<file path="config.mk">
export PLATFORM = sky130hd
export DESIGN_NAME = mod_74x163_flat
export DESIGN_NICKNAME = d
export VERILOG_FILES = /design/src/rtl/mod_74x163_if.sv /design/src/rtl/mod_74x163.sv /design/src/flat_wrapper.sv
export SDC_FILE = /design/constraint.sdc
export NUM_CORES = 1
export LEC_CHECK = 0
export BUFFER_PORTS_ARGS = -buffer_cell sky130_fd_sc_hd__buf_2
export CELL_PAD_IN_SITES_DETAIL_PLACEMENT = 1
export CELL_PAD_IN_SITES_GLOBAL_PLACEMENT = 1
export CORE_AREA = 5 5 42 44
export DETAILED_ROUTE_END_ITERATION = 7
export DIE_AREA = 0 0 47 49
export PLACE_DENSITY = 0.59
export SLEW_MARGIN = 20
export SYNTH_ARGS = -nofsm -noshare
export SYNTH_HDL_FRONTEND = slang
export SYNTH_SLANG_ARGS = --single-unit
export TNS_END_PERCENT = 100
</file>
<file path="constraint.sdc">
create_clock -name CLK -period 2 [get_ports CLK]
set_clock_uncertainty 0.2 [all_clocks]
set_input_delay 0.2 -clock CLK [delete_from_list [all_inputs] [get_ports CLK]]
set_output_delay 0.2 -clock CLK [all_outputs]
set_load 0.1 [all_outputs]
</file>
<file path="src/rtl/mod_74x163_if.sv">
// Pin bundle of one 74x163 stage: load/enable/data controls in, Q bits and ripple carry out.
// The clock and the clear stay as plain ports on the counter itself.
interface mod_74x163_if;
    logic LOAD_n;
    logic ENP;
    logic ENT;
    logic A;
    logic B;
    logic C;
    logic D;
    logic QA;
    logic QB;
    logic QC;
    logic QD;
    logic RCO;

    modport master (
        output LOAD_n, ENP, ENT, A, B, C, D,
        input  QA, QB, QC, QD, RCO
    );

    modport slave (
        input  LOAD_n, ENP, ENT, A, B, C, D,
        output QA, QB, QC, QD, RCO
    );
endinterface

</file>
<file path="src/rtl/mod_74x163.sv">
// Synchronous 4-bit binary counter modelled on the 74x163.
// Priority on each edge: clear, then parallel load, then count, otherwise hold.
module mod_74x163 (
    input  logic          CLK,
    input  logic          CLR_n,
    mod_74x163_if.slave   bus
);

    typedef enum logic [1:0] {
        OP_HOLD,
        OP_COUNT,
        OP_LOAD
    } op_e;

    op_e        op;
    logic [3:0] load_val;
    logic [3:0] q_d;
    logic [3:0] q_q;

    // Load ignores both enables; counting needs ENP and ENT together.
    always_comb begin
        load_val = {bus.D, bus.C, bus.B, bus.A};
        op       = OP_HOLD;
        if (!bus.LOAD_n) begin
            op = OP_LOAD;
        end else if (bus.ENP && bus.ENT) begin
            op = OP_COUNT;
        end
    end

    always_comb begin
        q_d = q_q;
        case (op)
            OP_LOAD:  q_d = load_val;
            OP_COUNT: q_d = q_q + 4'd1;
            default:  q_d = q_q;
        endcase
    end

    // CLR_n is the synchronous clear and overrides every other control.
    always_ff @(posedge CLK) begin
        if (!CLR_n) begin
            q_q <= 4'd0;
        end else begin
            q_q <= q_d;
        end
    end

    assign bus.QA  = q_q[0];
    assign bus.QB  = q_q[1];
    assign bus.QC  = q_q[2];
    assign bus.QD  = q_q[3];

    // Ripple carry is purely combinational so the next stage sees it within the same cycle.
    assign bus.RCO = bus.ENT & (&q_q);

endmodule

</file>
<file path="src/flat_wrapper.sv">
// flat-port wrapper written by rule: the top's interface ports become plain ports
module mod_74x163_flat 
  (CLK, CLR_n, bus_LOAD_n, bus_ENP, bus_ENT, bus_A, bus_B, bus_C, bus_D, bus_QA, bus_QB, bus_QC, bus_QD, bus_RCO);
  mod_74x163_if bus_i ();
  input  logic CLK;
  input  logic CLR_n;
  input wire logic [$bits(bus_i.LOAD_n)-1:0] bus_LOAD_n;
  input wire logic [$bits(bus_i.ENP)-1:0] bus_ENP;
  input wire logic [$bits(bus_i.ENT)-1:0] bus_ENT;
  input wire logic [$bits(bus_i.A)-1:0] bus_A;
  input wire logic [$bits(bus_i.B)-1:0] bus_B;
  input wire logic [$bits(bus_i.C)-1:0] bus_C;
  input wire logic [$bits(bus_i.D)-1:0] bus_D;
  output wire logic [$bits(bus_i.QA)-1:0] bus_QA;
  output wire logic [$bits(bus_i.QB)-1:0] bus_QB;
  output wire logic [$bits(bus_i.QC)-1:0] bus_QC;
  output wire logic [$bits(bus_i.QD)-1:0] bus_QD;
  output wire logic [$bits(bus_i.RCO)-1:0] bus_RCO;
  assign bus_i.LOAD_n = bus_LOAD_n;
  assign bus_i.ENP = bus_ENP;
  assign bus_i.ENT = bus_ENT;
  assign bus_i.A = bus_A;
  assign bus_i.B = bus_B;
  assign bus_i.C = bus_C;
  assign bus_i.D = bus_D;
  assign bus_QA = bus_i.QA;
  assign bus_QB = bus_i.QB;
  assign bus_QC = bus_i.QC;
  assign bus_QD = bus_i.QD;
  assign bus_RCO = bus_i.RCO;
  mod_74x163 u_core (.CLK(CLK), .CLR_n(CLR_n), .bus(bus_i));
endmodule
</file>
; Word level (Yosys, flattened, before mapping)
; Index checks and enable logic that the tools add are counted.
[op_classes]
n_mux = 3
add_sub_neg = 1
bitwise_logic = 1
n_eq_ne = 2
n_reduce_logical = 3
[op_table]
columns = cell, n
row1 = $pmux 4 s2, 1
row2 = $add 4x1->4 const B, 1
row3 = $reduce_and 4->1, 1
row4 = $eq 2x1->1 const B, 1
row5 = $eq 2x2->1 const B, 1
row6 = $mux 2, 1
row7 = $reduce_bool 2->1, 1
row8 = $and 1x1->1, 1
row9 = $logic_and 1x1->1, 1
row10 = $mux 1, 1
[word_totals]
in_bits = 9
elab_cells = 11
out_inout_bits = 5
reg_bits = 4

; Logic depth before layout (Yosys ltp)
; Gate-level depths: netlist of run 1.
[logic_depth]
depth_word = 5
mapped_depth = 4
ltp_nobuf = 4

; Worst setup path before layout of run 1
; Ideal clock, no wire load.
[synth_timing]
kind = reg2out
startpoint = reg u_core.q_q[0]
endpoint = out bus_RCO
t_required_ps = 1600
slack_ps = -259
arrival_ps = 1859
stages_incl_launch_ff = 3
path_cell_list = dfxtp_1 -> ha_1 -> and4_2
[synth_via]
elab_chain_len = 2
[synth_lines]
columns = item, line
row1 = "start, declared", mod_74x163.sv:18  ; logic [3:0] q_q;
row2 = "start signal, assigned", mod_74x163.sv:45  ; q_q <= q_d;
row3 = $reduce_and 4->1, mod_74x163.sv:55  ; assign bus.RCO = bus.ENT & (&q_q);
row4 = $and 1x1->1, mod_74x163.sv:55
row5 = "end, declared", flat_wrapper.sv:18  ; output wire logic [$bits(bus_i.RCO)-1:0] bus_RCO;
; Every way passes these cells.

; Worst setup path in the final report of run 1
; Same ends and word-level chain as after synthesis.

==> flow_metrics.env, run 1 <==
export IMPL_status="finished clean"
export IMPL_worst_slew_pin_slew_ps=490
export IMPL_syn_inst=24
export IMPL_worstSetupEndpointType="primary output"
export IMPL_die_width_um=47
export IMPL_critPathLaunchType="flop"
export IMPL_crit_path_max_fanout=4
export IMPL_max_clock_freq_mhz=557
export IMPL_routed_wl_um=631
export IMPL_synth_cell_types=15
export IMPL_ant_nets=0
export IMPL_clkPwrFrac_pct=37.3
export IMPL_critical_path_class="reg2out"
export IMPL_peakVddDrop_mv=0.169
export IMPL_hpwl_um=540
export IMPL_antenna_cells=0
export IMPL_grt_max_degree=9
export IMPL_cts_clk_slew_worst_paths_ps=40
export IMPL_rsz0062_at_grt="false"
export IMPL_nNetsFinal=52
export IMPL_boundaryPins=14
export IMPL_yosysSeqAreaShare_pct=39.0
export IMPL_fin_tns_setup_ps=0
export IMPL_setup_viol=0
export IMPL_finalHoldViolations=0
export IMPL_switchingPower_mw=0.102
export IMPL_io_buffers=13
export IMPL_slew_headroom_pct=67.5
export IMPL_netlist_area_um2=205
export IMPL_min_period_ps=1800
export IMPL_drt_iter0_drc=0
export IMPL_cts_hold_buffers=0
export IMPL_required_ps=1600
export IMPL_crit_arrival_ps=1400
export IMPL_clockBufferDepth=2
export IMPL_max_cap_violations=0
export IMPL_swShare_pct=37.1
export IMPL_finalCritPeriodShare_pct=89.8
export IMPL_synth_fp_nets=34
export IMPL_start_util_pct=14.6
export IMPL_crit_chain="ha_1, and4_2, buf_2"
export IMPL_grt_total_usage_pct=5.92
export IMPL_synth_area_leaders="dfxtp_1 39%, xor2_1 8.5%, nand3_1 7.3%, o21ai_0 7.3%, ha_1 6.1%"
export IMPL_post_cts_resized=0
export IMPL_rows=14
export IMPL_dpl_cell_count=53
export IMPL_clock_sinks=4
export IMPL_largest_reg_flops=4
export IMPL_drc=0
export IMPL_clk_latency_ps=240
export IMPL_power_frac_comb_pct=28.4
export IMPL_top_register="u_core.q_q"
export IMPL_final_cells=56
export IMPL_top_regs="u_core.q_q: 4 flops"
export IMPL_power_density_nw_per_um2=861
export IMPL_clock_root_buffer="clkbuf_4"
export IMPL_vias_per_cell=4.25
export IMPL_die_h_um=49
export IMPL_syn_avg_cell_area_um2=8.55
export IMPL_areaGrowthSynthToFinish_pct=54.9
export IMPL_cts_tree="done"
export IMPL_p_seq_share_pct=34.4
export IMPL_p_leak_nw=0.148
export IMPL_core_area_um2=1400
export IMPL_ys_seq_elements=4
export IMPL_gr_total_overflow=0
export IMPL_drive_gt1_share_pct=55.0
export IMPL_synth_top_area_cell="dfxtp_1"
export IMPL_synth_warnings=0
export IMPL_grt_pass1_wl_um=938
export IMPL_vias=238
export IMPL_synth_top_area_share_pct=39.0
export IMPL_die_area_um2=2300
export IMPL_h_tree_depth=1
export IMPL_dr_pass1_iters=1
export IMPL_p_int_mw=0.172
export IMPL_post_cts_buffers=0
export IMPL_crit_path_top_delay_cell="buf_2"
export IMPL_antenna_found_initial=0
export IMPL_cp_slowest_stage_delay_ps=420
export IMPL_hold_path_class="in2reg"
export IMPL_wl_per_cell_um=11.3
export IMPL_slew_violations=0
export IMPL_cts_buffers=3
export IMPL_place_gp_congestion=0.625
export IMPL_grt_pass1_vias=252
==> synth_stat cells, drive strengths merged <==
master and instances:
a31oi 1, a311oi 1, nor2 2, a211oi 1, ha 1, nand2 2, or3 1, inv 1
xor2 2, dfxtp 4, a21oi 1, and4 1, nand3 3, o21ai 3
==> layer usage <==
layer | vias up | track usage [%] | share of wire, %
li1 | 123 | - | -
met1 | 105 | 5.71 | 37
met2 | 8 | 8.82 | 53
met3 | 2 | 0.369 | 7.6
met4 | 0 | 8.29 | 2.4
met5 | - | 0 | 0
==> cell usage in the layout (no fill, tap or decap), types with 2 or more instances in the layout <==
cell type  Yosys  final
dfxtp_2        0      4
o21ai_0        3      3
nor2_1         2      2
xor2_1         2      2
buf_2          0     13
nand3_1        3      3
clkbuf_4       0      3
==> power groups by stage <==
stage                     combinational, mW  clock (mW)  sequential (mW)
after floorplan                      0.0136           0            0.139
after global placement               0.0780           0           0.0950
after detailed placement             0.0784           0           0.0955
after CTS                            0.0787       0.108           0.0944
after global routing                 0.0822       0.111           0.0954
final                                0.0776       0.102           0.0942
==> path summary, 6_finish.rpt <==
path,cells after the start,slack [ps],to,startpoint
setup / recovery,3,200,bus_RCO,u_core.q_q[0]
hold / removal,3,30,u_core.q_q[2],CLR_n
setup reg to reg,3,790,u_core.q_q[1],u_core.q_q[0]
hold reg to reg,2,310,u_core.q_q[3],u_core.q_q[3]
==> cell families (layout without fill, tap and decap cells) <==
logic type / after synthesis / in the layout / synth area share (%)
buf+inv: 1 / 17 / 1.83
compound gates: 7 / 7 / 20.7
fa+ha+maj: 1 / 1 / 6.10
flops: 4 / 4 / 39.0
simple gates: 9 / 9 / 23.8
xor+xnor: 2 / 2 / 8.54
==> critical path, delay by kind of cell (launching register included) <==
family,cells,cell delay [ps]
buf+inv,1,420
fa+ha+maj,1,170
simple gates,1,210
flops,1,360
==> area by class of cell <==
cell class	count	area, um^2
multi-input cells	19	121
fillers	177	1080
flip-flops and latches	4	85.1
clock buffers	3	22.5
well taps	16	20.0
repair buffers	13	65.1
inverters	1	3.75
==> per-stage QoR <==
stage | utilization, % | hold slack [ps] | total power, mW | instance area (um^2) | setup slack [ps]
after floorplan | - | 81.9 | 0.153 | 210 | 99.1
after global placement | 21.1 | 272 | 0.173 | 295 | 467
after detailed placement | 21.1 | 274 | 0.174 | 295 | 443
after CTS | 22.7 | 19.0 | 0.281 | 318 | 182
after global routing | 22.7 | 35.4 | 0.289 | 318 | 147
final | 22.7 | 27.3 | 0.274 | 318 | 203
(Power assumes the default switching activity.)
==> inputs of run 2 (changes only) <==
Clock period 2 ns to 1.8 ns, I/O delays scaled along.
==> run 2 against run 1 <==
Net effect: global-route usage grew 0.22 points; worst hold slack worse by 21 ps; via count grew 0.42%; clock-buffer cell count is the same; combinational power increased by 11%; first-iteration DRC count increased by 1; clock power rose by 6%; flip-flop and latch count did not move; sequential share of layout area shrank 1.3 points; critical path depth did not move; critical endpoint unchanged; setup slack gained 36 ps.
==> flow_metrics.env, run 2 (synthesized netlist as in run 1, its figures left out) <==
export IMPL_min_period_ps=1560
export IMPL_max_cap_violations=0
export IMPL_die_h_um=49
export IMPL_boundaryPins=14
export IMPL_reg2regPathDepth=3
export IMPL_areaGrowthSynthToFinish_pct=62.8
export IMPL_crit_path_max_fanout=4
export IMPL_hpwl_um=491
export IMPL_clockBufferDepth=2
export IMPL_top_register="u_core.q_q"
export IMPL_fin_util_pct=23.8
export IMPL_crit_chain="ha_1, and4_4, buf_12"
export IMPL_final_common_cell="buf_2"
export IMPL_r2r_slack_ps=600
export IMPL_grt_pass1_wl_um=1010
export IMPL_p_leak_nw=0.152
export IMPL_required_ps=1420
export IMPL_hold_path_class="in2reg"
export IMPL_die_width_um=47
export IMPL_final_cell_mix="12 x buf_2, 4 x dfxtp_2, 3 x nand3_1, 3 x o21ai_0, 3 x clkbuf_4"
export IMPL_wl_per_cell_um=10.8
export IMPL_grt_pass1_vias=252
export IMPL_largest_reg_flops=4
export IMPL_clk_latency_ps=230
export IMPL_cts_buffers=3
export IMPL_slew_violations=0
export IMPL_clock_root_buffer="clkbuf_4"
export IMPL_start_util_pct=14.6
export IMPL_peakVddDrop_mv=0.292
export IMPL_cp_slowest_stage_delay_ps=360
export IMPL_critical_path_class="reg2out"
export IMPL_vias_per_cell=4.27
export IMPL_io_buffers=13
export IMPL_critPathCapture="bus_RCO"
export IMPL_drive_gt1_share_pct=55.0
export IMPL_cts_tree="done"
export IMPL_post_cts_resized=0
export IMPL_dr_pass1_iters=2
export IMPL_h_tree_depth=1
export IMPL_critPathLaunchType="flop"
export IMPL_die_area_um2=2300
export IMPL_status="finished clean"
export IMPL_grt_total_usage_pct=6.13
export IMPL_fin_tns_setup_ps=0
export IMPL_ant_nets=0
export IMPL_reg2reg_from="u_core.q_q[0]"
export IMPL_crit_arrival_ps=1180
export IMPL_slew_headroom_pct=67.8
export IMPL_drc=0
export IMPL_antenna_found_initial=0
export IMPL_max_clock_freq_mhz=641
export IMPL_clock_sinks=4
export IMPL_setup_viol=0
export IMPL_crit_start="u_core.q_q[0]"
export IMPL_cts_clk_slew_worst_paths_ps=40
export IMPL_rows=14
export IMPL_vias=239
export IMPL_post_cts_buffers=0
export IMPL_worstSetupEndpointType="primary output"
export IMPL_crit_path_top_delay_cell="dfxtp_2"
export IMPL_gr_total_overflow=0
export IMPL_antenna_cells=0
export IMPL_rr_endpoint="u_core.q_q[3]"
export IMPL_finalCritPeriodShare_pct=86.7
export IMPL_place_gp_congestion=0.648
export IMPL_core_area_um2=1400
export IMPL_finalHoldViolations=0
export IMPL_worst_slew_pin_slew_ps=486
export IMPL_rsz0062_at_grt="false"
export IMPL_nNetsFinal=52
export IMPL_grt_max_degree=9
export IMPL_cts_hold_buffers=0
export IMPL_drt_iter0_drc=1
export IMPL_power_density_nw_per_um2=896
export IMPL_top_regs="u_core.q_q: 4 flops"
export IMPL_routed_wl_um=603
export IMPL_hold_worst_slack_ps=6.72
export IMPL_fillers=187
## run 2: how the worst min path moves through the flow
stage | cells after the start | endpoint | from
2_1_floorplan | 1 | u_core.q_q[2] | bus_LOAD_n
3_3_place_gp | 3 | u_core.q_q[3] | CLR_n
3_5_place_dp | 3 | u_core.q_q[3] | CLR_n
4_1_cts | 3 | u_core.q_q[3] | CLR_n
5_1_grt | 3 | u_core.q_q[0] | bus_A
6_report | 3 | u_core.q_q[3] | CLR_n
## run 2: cell type report
class                   count  area, um^2  area share, %
multi-input cells          19         123           36.7
flip-flops and latches      4        85.1           25.5
repair buffers             13        80.1           24.0
clock buffers               3        22.5           6.74
well taps                  16        20.0           5.99
inverters                   1        3.75           1.12
## run 2: per-stage QoR
| step | setup WS [ps] | total power [mW] | cell area [um^2] | std cells |
|---|---|---|---|---|
| final | 240 | 0.299 | 334 | 56 |
| after global routing | 197 | 0.319 | 334 | 56 |
| after floorplan | 60.0 | 0.170 | 211 | 24 |
| after detailed placement | 482 | 0.193 | 312 | 53 |
| after global placement | 507 | 0.193 | 312 | 53 |
| after CTS | 226 | 0.308 | 334 | 56 |
## run 2: layer usage
layer	vias to the layer above	GRT usage (%)	wire, um
met5	-	0	0
met3	0	2.21	63
met4	0	4.15	0
li1	121	-	-
met2	10	8.14	264
met1	108	7.93	276
## run 2: where the power goes
group / switching, mW / total [mW] / internal [mW]
clock network: 0.0333 / 0.108 / 0.0744
logic: 0.0671 / 0.0865 / 0.0194
registers: 0.00768 / 0.105 / 0.0977
## run 2: critical path: cells and delay by family, from the launching register on
kind,cells,cell delay (ps)
and+or+nand+nor,1,240
buffers and inverters,1,170
DFF,1,360
adders and majority gates,1,180
